[src/rtl/fp_arb_pkg.sv]
// Shared types for the fp_mult_arbiter slice: tag/request records and the rounding-mode encoding.
package fp_arb_pkg;

    function automatic int clog2_min1(input int n);
        return (n > 1) ? $clog2(n) : 1;
    endfunction

    // Tag ids are sized for the largest supported requester count so the types stay fixed-width.
    localparam int N_REQ_MAX = 8;
    localparam int ID_W      = clog2_min1(N_REQ_MAX);

    typedef enum logic [2:0] {
        IEEE_near        = 3'd0,
        IEEE_zero        = 3'd1,
        IEEE_pos_inf     = 3'd2,
        IEEE_neg_inf     = 3'd3,
        IEEE_near_up     = 3'd4,
        IEEE_near_maxmag = 3'd5
    } round_mode_t;

    typedef struct packed {
        logic            vld;
        logic [ID_W-1:0] id;
    } tag_t;

    typedef struct packed {
        logic [31:0] a;
        logic [31:0] b;
        round_mode_t rnd;
    } req_t;

endpackage

[src/rtl/fp_mult_arbiter_rr.sv]
// Combinational round-robin picker: first requester strictly after ptr, searching upward with wrap.
import fp_arb_pkg::*;

module fp_arb_rr #(
    parameter int N_REQ = 4
) (
    input  logic [N_REQ-1:0] req,
    input  logic [ID_W-1:0]  ptr,
    output logic [N_REQ-1:0] gnt,
    output logic [ID_W-1:0]  gnt_id,
    output logic             any
);

    int best_d_s;

    // Pick the candidate with the smallest rotated distance from ptr+1.
    always_comb begin
        best_d_s = N_REQ;
        gnt_id   = '0;
        any      = 1'b0;
        for (int j = 0; j < N_REQ; j++) begin
            int d_v;
            d_v = j - int'(ptr) - 1;
            if (d_v < 0) begin
                d_v = d_v + N_REQ;
            end else begin
                d_v = d_v;
            end
            if (req[j] && (d_v < best_d_s)) begin
                best_d_s = d_v;
                gnt_id   = ID_W'(j);
                any      = 1'b1;
            end else begin
                best_d_s = best_d_s;
            end
        end
    end

    // Expand the winning id into a one-hot grant.
    always_comb begin
        gnt = '0;
        for (int j = 0; j < N_REQ; j++) begin
            gnt[j] = any && (gnt_id == ID_W'(j));
        end
    end

endmodule

[src/rtl/fp_mult_arbiter.sv]
// Shares one pipelined multiplier among N_REQ requesters with round-robin issue and tagged response routing.
// Optional feature macro: FP_ARB_STICKY_STATUS_EN (per-requester sticky status accumulation).
import fp_arb_pkg::*;

module fp_mult_arbiter #(
    parameter int N_REQ   = 4,
    parameter int MUL_LAT = 4
) (
    input  logic                   clk,
    input  logic                   rst,
    input  logic                   en,
    input  logic [N_REQ-1:0]       req_valid,
    output logic [N_REQ-1:0]       req_ready,
    input  logic [N_REQ-1:0][31:0] req_a,
    input  logic [N_REQ-1:0][31:0] req_b,
    input  logic [N_REQ-1:0][2:0]  req_rnd,
    output logic [31:0]            mul_a,
    output logic [31:0]            mul_b,
    output logic [2:0]             mul_rnd,
    input  logic [31:0]            mul_z,
    input  logic [7:0]             mul_status,
    output logic [N_REQ-1:0]       rsp_valid,
    output logic [31:0]            rsp_z,
    output logic [7:0]             rsp_status,
    input  logic [N_REQ-1:0]       sticky_clr,
    output logic [N_REQ-1:0][7:0]  sticky_stat
);

    localparam int SEL_W = clog2_min1(N_REQ);

    logic [N_REQ-1:0] cand_s;
    logic [N_REQ-1:0] gnt_s;
    logic [ID_W-1:0]  gnt_id_s;
    logic             any_s;
    logic [SEL_W-1:0] gnt_sel_s;
    logic [ID_W-1:0]  ptr_r;
    req_t             sel_req_s;
    req_t             mul_req_r;
    tag_t             tag_r [MUL_LAT];
    tag_t             tag_last_s;

    // Only present requests while enabled; en=0 blocks new grants at once.
    always_comb begin
        if (en) begin
            cand_s = req_valid;
        end else begin
            cand_s = '0;
        end
    end

    fp_arb_rr #(.N_REQ(N_REQ)) u_rr (
        .req    (cand_s),
        .ptr    (ptr_r),
        .gnt    (gnt_s),
        .gnt_id (gnt_id_s),
        .any    (any_s)
    );

    assign req_ready = gnt_s;
    assign gnt_sel_s = gnt_id_s[SEL_W-1:0];

    // Gather the winner's operands into one record.
    always_comb begin
        sel_req_s.a   = req_a[gnt_sel_s];
        sel_req_s.b   = req_b[gnt_sel_s];
        sel_req_s.rnd = round_mode_t'(req_rnd[gnt_sel_s]);
    end

    // The tag pipe is one load stage plus MUL_LAT-1 shift stages so the tag lines up with mul_z.
    always_ff @(posedge clk) begin
        if (rst) begin
            ptr_r     <= ID_W'(N_REQ - 1);
            mul_req_r <= '{a: 32'h0000_0000, b: 32'h0000_0000, rnd: IEEE_near};
            for (int i = 0; i < MUL_LAT; i++) begin
                tag_r[i] <= '0;
            end
        end else begin
            if (any_s) begin
                ptr_r     <= gnt_id_s;
                mul_req_r <= sel_req_s;
            end else begin
                ptr_r     <= ptr_r;
                mul_req_r <= mul_req_r;
            end
            tag_r[0] <= '{vld: any_s, id: gnt_id_s};
            for (int i = 1; i < MUL_LAT; i++) begin
                tag_r[i] <= tag_r[i-1];
            end
        end
    end

    assign mul_a      = mul_req_r.a;
    assign mul_b      = mul_req_r.b;
    assign mul_rnd    = mul_req_r.rnd;
    assign tag_last_s = tag_r[MUL_LAT-1];

    // Route the multiplier output to its owner; outputs read zero when no tag is live.
    always_comb begin
        rsp_valid = '0;
        if (tag_last_s.vld) begin
            rsp_valid[tag_last_s.id[SEL_W-1:0]] = 1'b1;
            rsp_z      = mul_z;
            rsp_status = mul_status;
        end else begin
            rsp_z      = 32'h0000_0000;
            rsp_status = 8'h00;
        end
    end

`ifdef FP_ARB_STICKY_STATUS_EN
    logic [N_REQ-1:0][7:0] sticky_r;

    // Accumulate status per requester; a clear beats a same-cycle update.
    always_ff @(posedge clk) begin
        if (rst) begin
            sticky_r <= '0;
        end else begin
            for (int i = 0; i < N_REQ; i++) begin
                if (sticky_clr[i]) begin
                    sticky_r[i] <= 8'h00;
                end else if (rsp_valid[i]) begin
                    sticky_r[i] <= sticky_r[i] | rsp_status;
                end else begin
                    sticky_r[i] <= sticky_r[i];
                end
            end
        end
    end

    assign sticky_stat = sticky_r;
`else
    logic unused_sticky_clr_s;

    assign unused_sticky_clr_s = ^sticky_clr;
    assign sticky_stat         = '0;
`endif

endmodule

[config.mk]
export PLATFORM = sky130hd
export DESIGN_NAME = fp_mult_arbiter
export DESIGN_NICKNAME = d
export VERILOG_FILES = /design/src/rtl/fp_arb_pkg.sv /design/src/rtl/fp_mult_arbiter_rr.sv /design/src/rtl/fp_mult_arbiter.sv
export SDC_FILE = /design/constraint.sdc
export NUM_CORES = 1
export LEC_CHECK = 0
export CAP_MARGIN = 20
export CELL_PAD_IN_SITES_DETAIL_PLACEMENT = 1
export CELL_PAD_IN_SITES_GLOBAL_PLACEMENT = 1
export CORE_AREA = 2 2 179 181
export DETAILED_ROUTE_END_ITERATION = 12
export DIE_AREA = 0 0 181 183
export DONT_BUFFER_PORTS = 1
export PLACE_DENSITY_LB_ADDON = 0.05
export SLEW_MARGIN = 20
export SYNTH_ARGS = -nofsm -noshare
export SYNTH_HDL_FRONTEND = slang
export SYNTH_SLANG_ARGS = --single-unit
[constraint.sdc]
create_clock -name clk -period 10.95 [get_ports clk]
set_input_delay 2.19 -clock clk [delete_from_list [all_inputs] [get_ports clk]]
set_output_delay 2.19 -clock clk [all_outputs]
set_load 0.005 [all_outputs]
==> flow_summary.ini <==
[cts]
root_buffer = clkbuf_16
cts_sinks = 81
clkSlewWorstSetupHoldPaths_ns = 0.07
clock_latency_ns = 0.36
numCtsBuffers = 9
cts_max_level = 3
holdBufCountCts = 0
clock_path_buffers = 2
cts_tree = built

[min_path]
hold_start = tag_r[2][1]
hold_path_class = reg -> reg

[timing]
min_period_over_period = 0.943
finalCriticalPeriod_ns = 10.33
setup-tns-final_ns = 0
finalSetupViolCount = 0
rsz0062_at_grt = false
hold_viol = 0
setup_ws_ns = 0.623
fmax_ghz = 0.0968
fin_skew_ns = 0.0199
worst_pin_slew_ns = 0.938
final_max_slew_viol_count = 0
slew_headroom = 0.374

[setup_path]
setup.worst_path.start_class = input port
r2r-start = ptr_r[0]
cp_data_required_time_ns = 8.76
cp.buffers_inverters = 3
crit_family = compound AO/OA/AOI/OAI gates
worstPathArrival_ns = 8.14
crit_top_cell = ha_1
cp_max_fo = 11
cp-end-kind = output port
path_class = in -> out
cp-startpoint = req_valid[0]
slowest_stage = a2111oi_0
max_stage_delay_ns = 0.46

[logic_synthesis]
synth_edf_count = 0
syn_inst = 973
synthMuxAreaShare = 0.0880
synthFlopType = dfxtp_1
yosys_warnings = 0
yosysUniqueCellTypes = 70
synth_top_area_frac = 0.211
synth-xor-area-share = 0.00114
netlist.top_cell.by_area = dfxtp_1
syn_area_per_cell_um2 = 7.89
synth_top_family_by_area = simple AND/OR/NAND/NOR gates
synthSimpleGateAreaFrac = 0.235
synth_compound_area_frac = 0.208
synth_area_um2 = 7680
synth_adder_area_share = 0.163
ys_seq_area_frac = 0.211
ys_ff_latch = 81
async_flop_share = 0
ys_top_cells_by_area = dfxtp_1, ha_1, mux2i_1

[pwr]
vdd_ir_drop_max_mv = 0.128
switching_share = 0.515
power.density_nw_per_um2 = 309
intPower_uw = 1260
p_seq_frac = 0.189
power_leakage_uw = 0.00345
p_clk_frac = 0.138
pwr-share-comb = 0.673
switchingPower_uw = 1330

[placement]
dp_hpwl_um = 24400
detailedPlace.worstSlack_ns = 0.0131
port_buffers = 0
place_congestion = 0.776

[route]
antenna_left = 0
m1WireLength_um = 13200
wl_per_cell_um = 23.2
first_pass_iters = 4
met3_length_um = 1990
drtIter0Drc = 218
num_vias = 7043
drt-total-wl_um = 31900
top_layer = met4
drc = 0
routed_via_density = 5.13
met2_wirelength_um = 16200

[layout]
final_nets = 1385
n_antenna_cell = 0
final_common_cell = nor2_1
syn2layout_area_growth_pct = 9.07
final_cell_mix = nor2_1, ha_1, a21oi_1
drive_gt1_frac = 0.0721

[die]
die_area_um2 = 33100
num_io_pins = 466
die_y_um = 183
core_um2 = 31200
rows = 65
start_util = 0.246
die_w_um = 181

[global_route]
antenna_found_initial = 1
grt_pass1_wl_um = 47000
grt_max_degree = 83
first_global_vias = 7561
overflow = 0
grt_usage = 0.186

[status]
status = finished, final reports clean

[flow_run]
maxCapViolCount = 0
## metrics by stage
step / hold slack, ns / power, uW / cells / area [um2] / utilization
after floorplan: 0.414 / 1820 / 1040 / 7940 / -
after global placement: 0.418 / 2260 / 1356 / 8020 / 0.257
after detailed placement: 0.425 / 2260 / 1356 / 8020 / 0.257
after CTS: 0.437 / 2640 / 1371 / 8340 / 0.267
after global routing: 0.463 / 2870 / 1373 / 8380 / 0.268
final: 0.430 / 2590 / 1373 / 8380 / 0.268
## layout make-up
class                   count  area (um2)
flip-flops and latches     81        1620
inverters                  36         139
clock buffers              10         239
well taps                 402         503
multi-input cells         821        5640
repair buffers             18         148
clock inverters             5        88.8
fillers                  3798       22900
## path summary, 6_finish.rpt
kind                        to  slack [ns]  cells after the start
setup reg to reg    mul_rnd[0]        2.04                     33
hold / removal     tag_r[3][1]        0.43                      1
setup / recovery  req_ready[3]        0.62                     30
hold reg to reg    tag_r[3][1]        0.43                      1
## sequential cells by signal, summed over array words and instances, names as in the netlist
signal and count:
tag_r 12, mul_b 32, ptr_r 2, mul_a 32, mul_rnd 3
## synth_stat cells (20+ instances only)
cell      instances
buf_2            20
nand2_1          42
and2_1           45
ha_1             97
nor2_1          139
inv_1            35
o32ai_1          38
nor3_1           65
buf_4            36
a21oi_1          87
clkbuf_1         34
mux2i_1          65
dfxtp_1          81
## routing by layer
| layer | GRT usage | vias to the layer above |
|---|---|---|
| met5 | 0 | - |
| met4 | 0.0407 | 0 |
| met3 | 0.0455 | 26 |
| met2 | 0.336 | 265 |
| met1 | 0.222 | 3384 |
| li1 | - | 3368 |
## power by group through the flow
stage	combinational (uW)	sequential (uW)	clock, uW
after global routing	1980	501	384
after CTS	1770	493	374
after detailed placement	1760	497	0
after global placement	1760	502	0
final	1740	489	357
after floorplan	1360	454	0
## cells by family after synthesis
family / count (synthesis)
compound gates: 213
xor+xnor: 1
fa+ha+maj: 99
buf+inv: 138
flops: 81
mux: 67
other cells: 2
simple gates: 372
## timing repair
action / 4_1_cts / 5_1_grt
endpoints found under the setup margin: 0 / 3
hold endpoints to repair: 0 / 0
setup buffers: 0 / 2
resized for setup: 0 / 4
No activity file was read; power rests on OpenSTA's default activity.
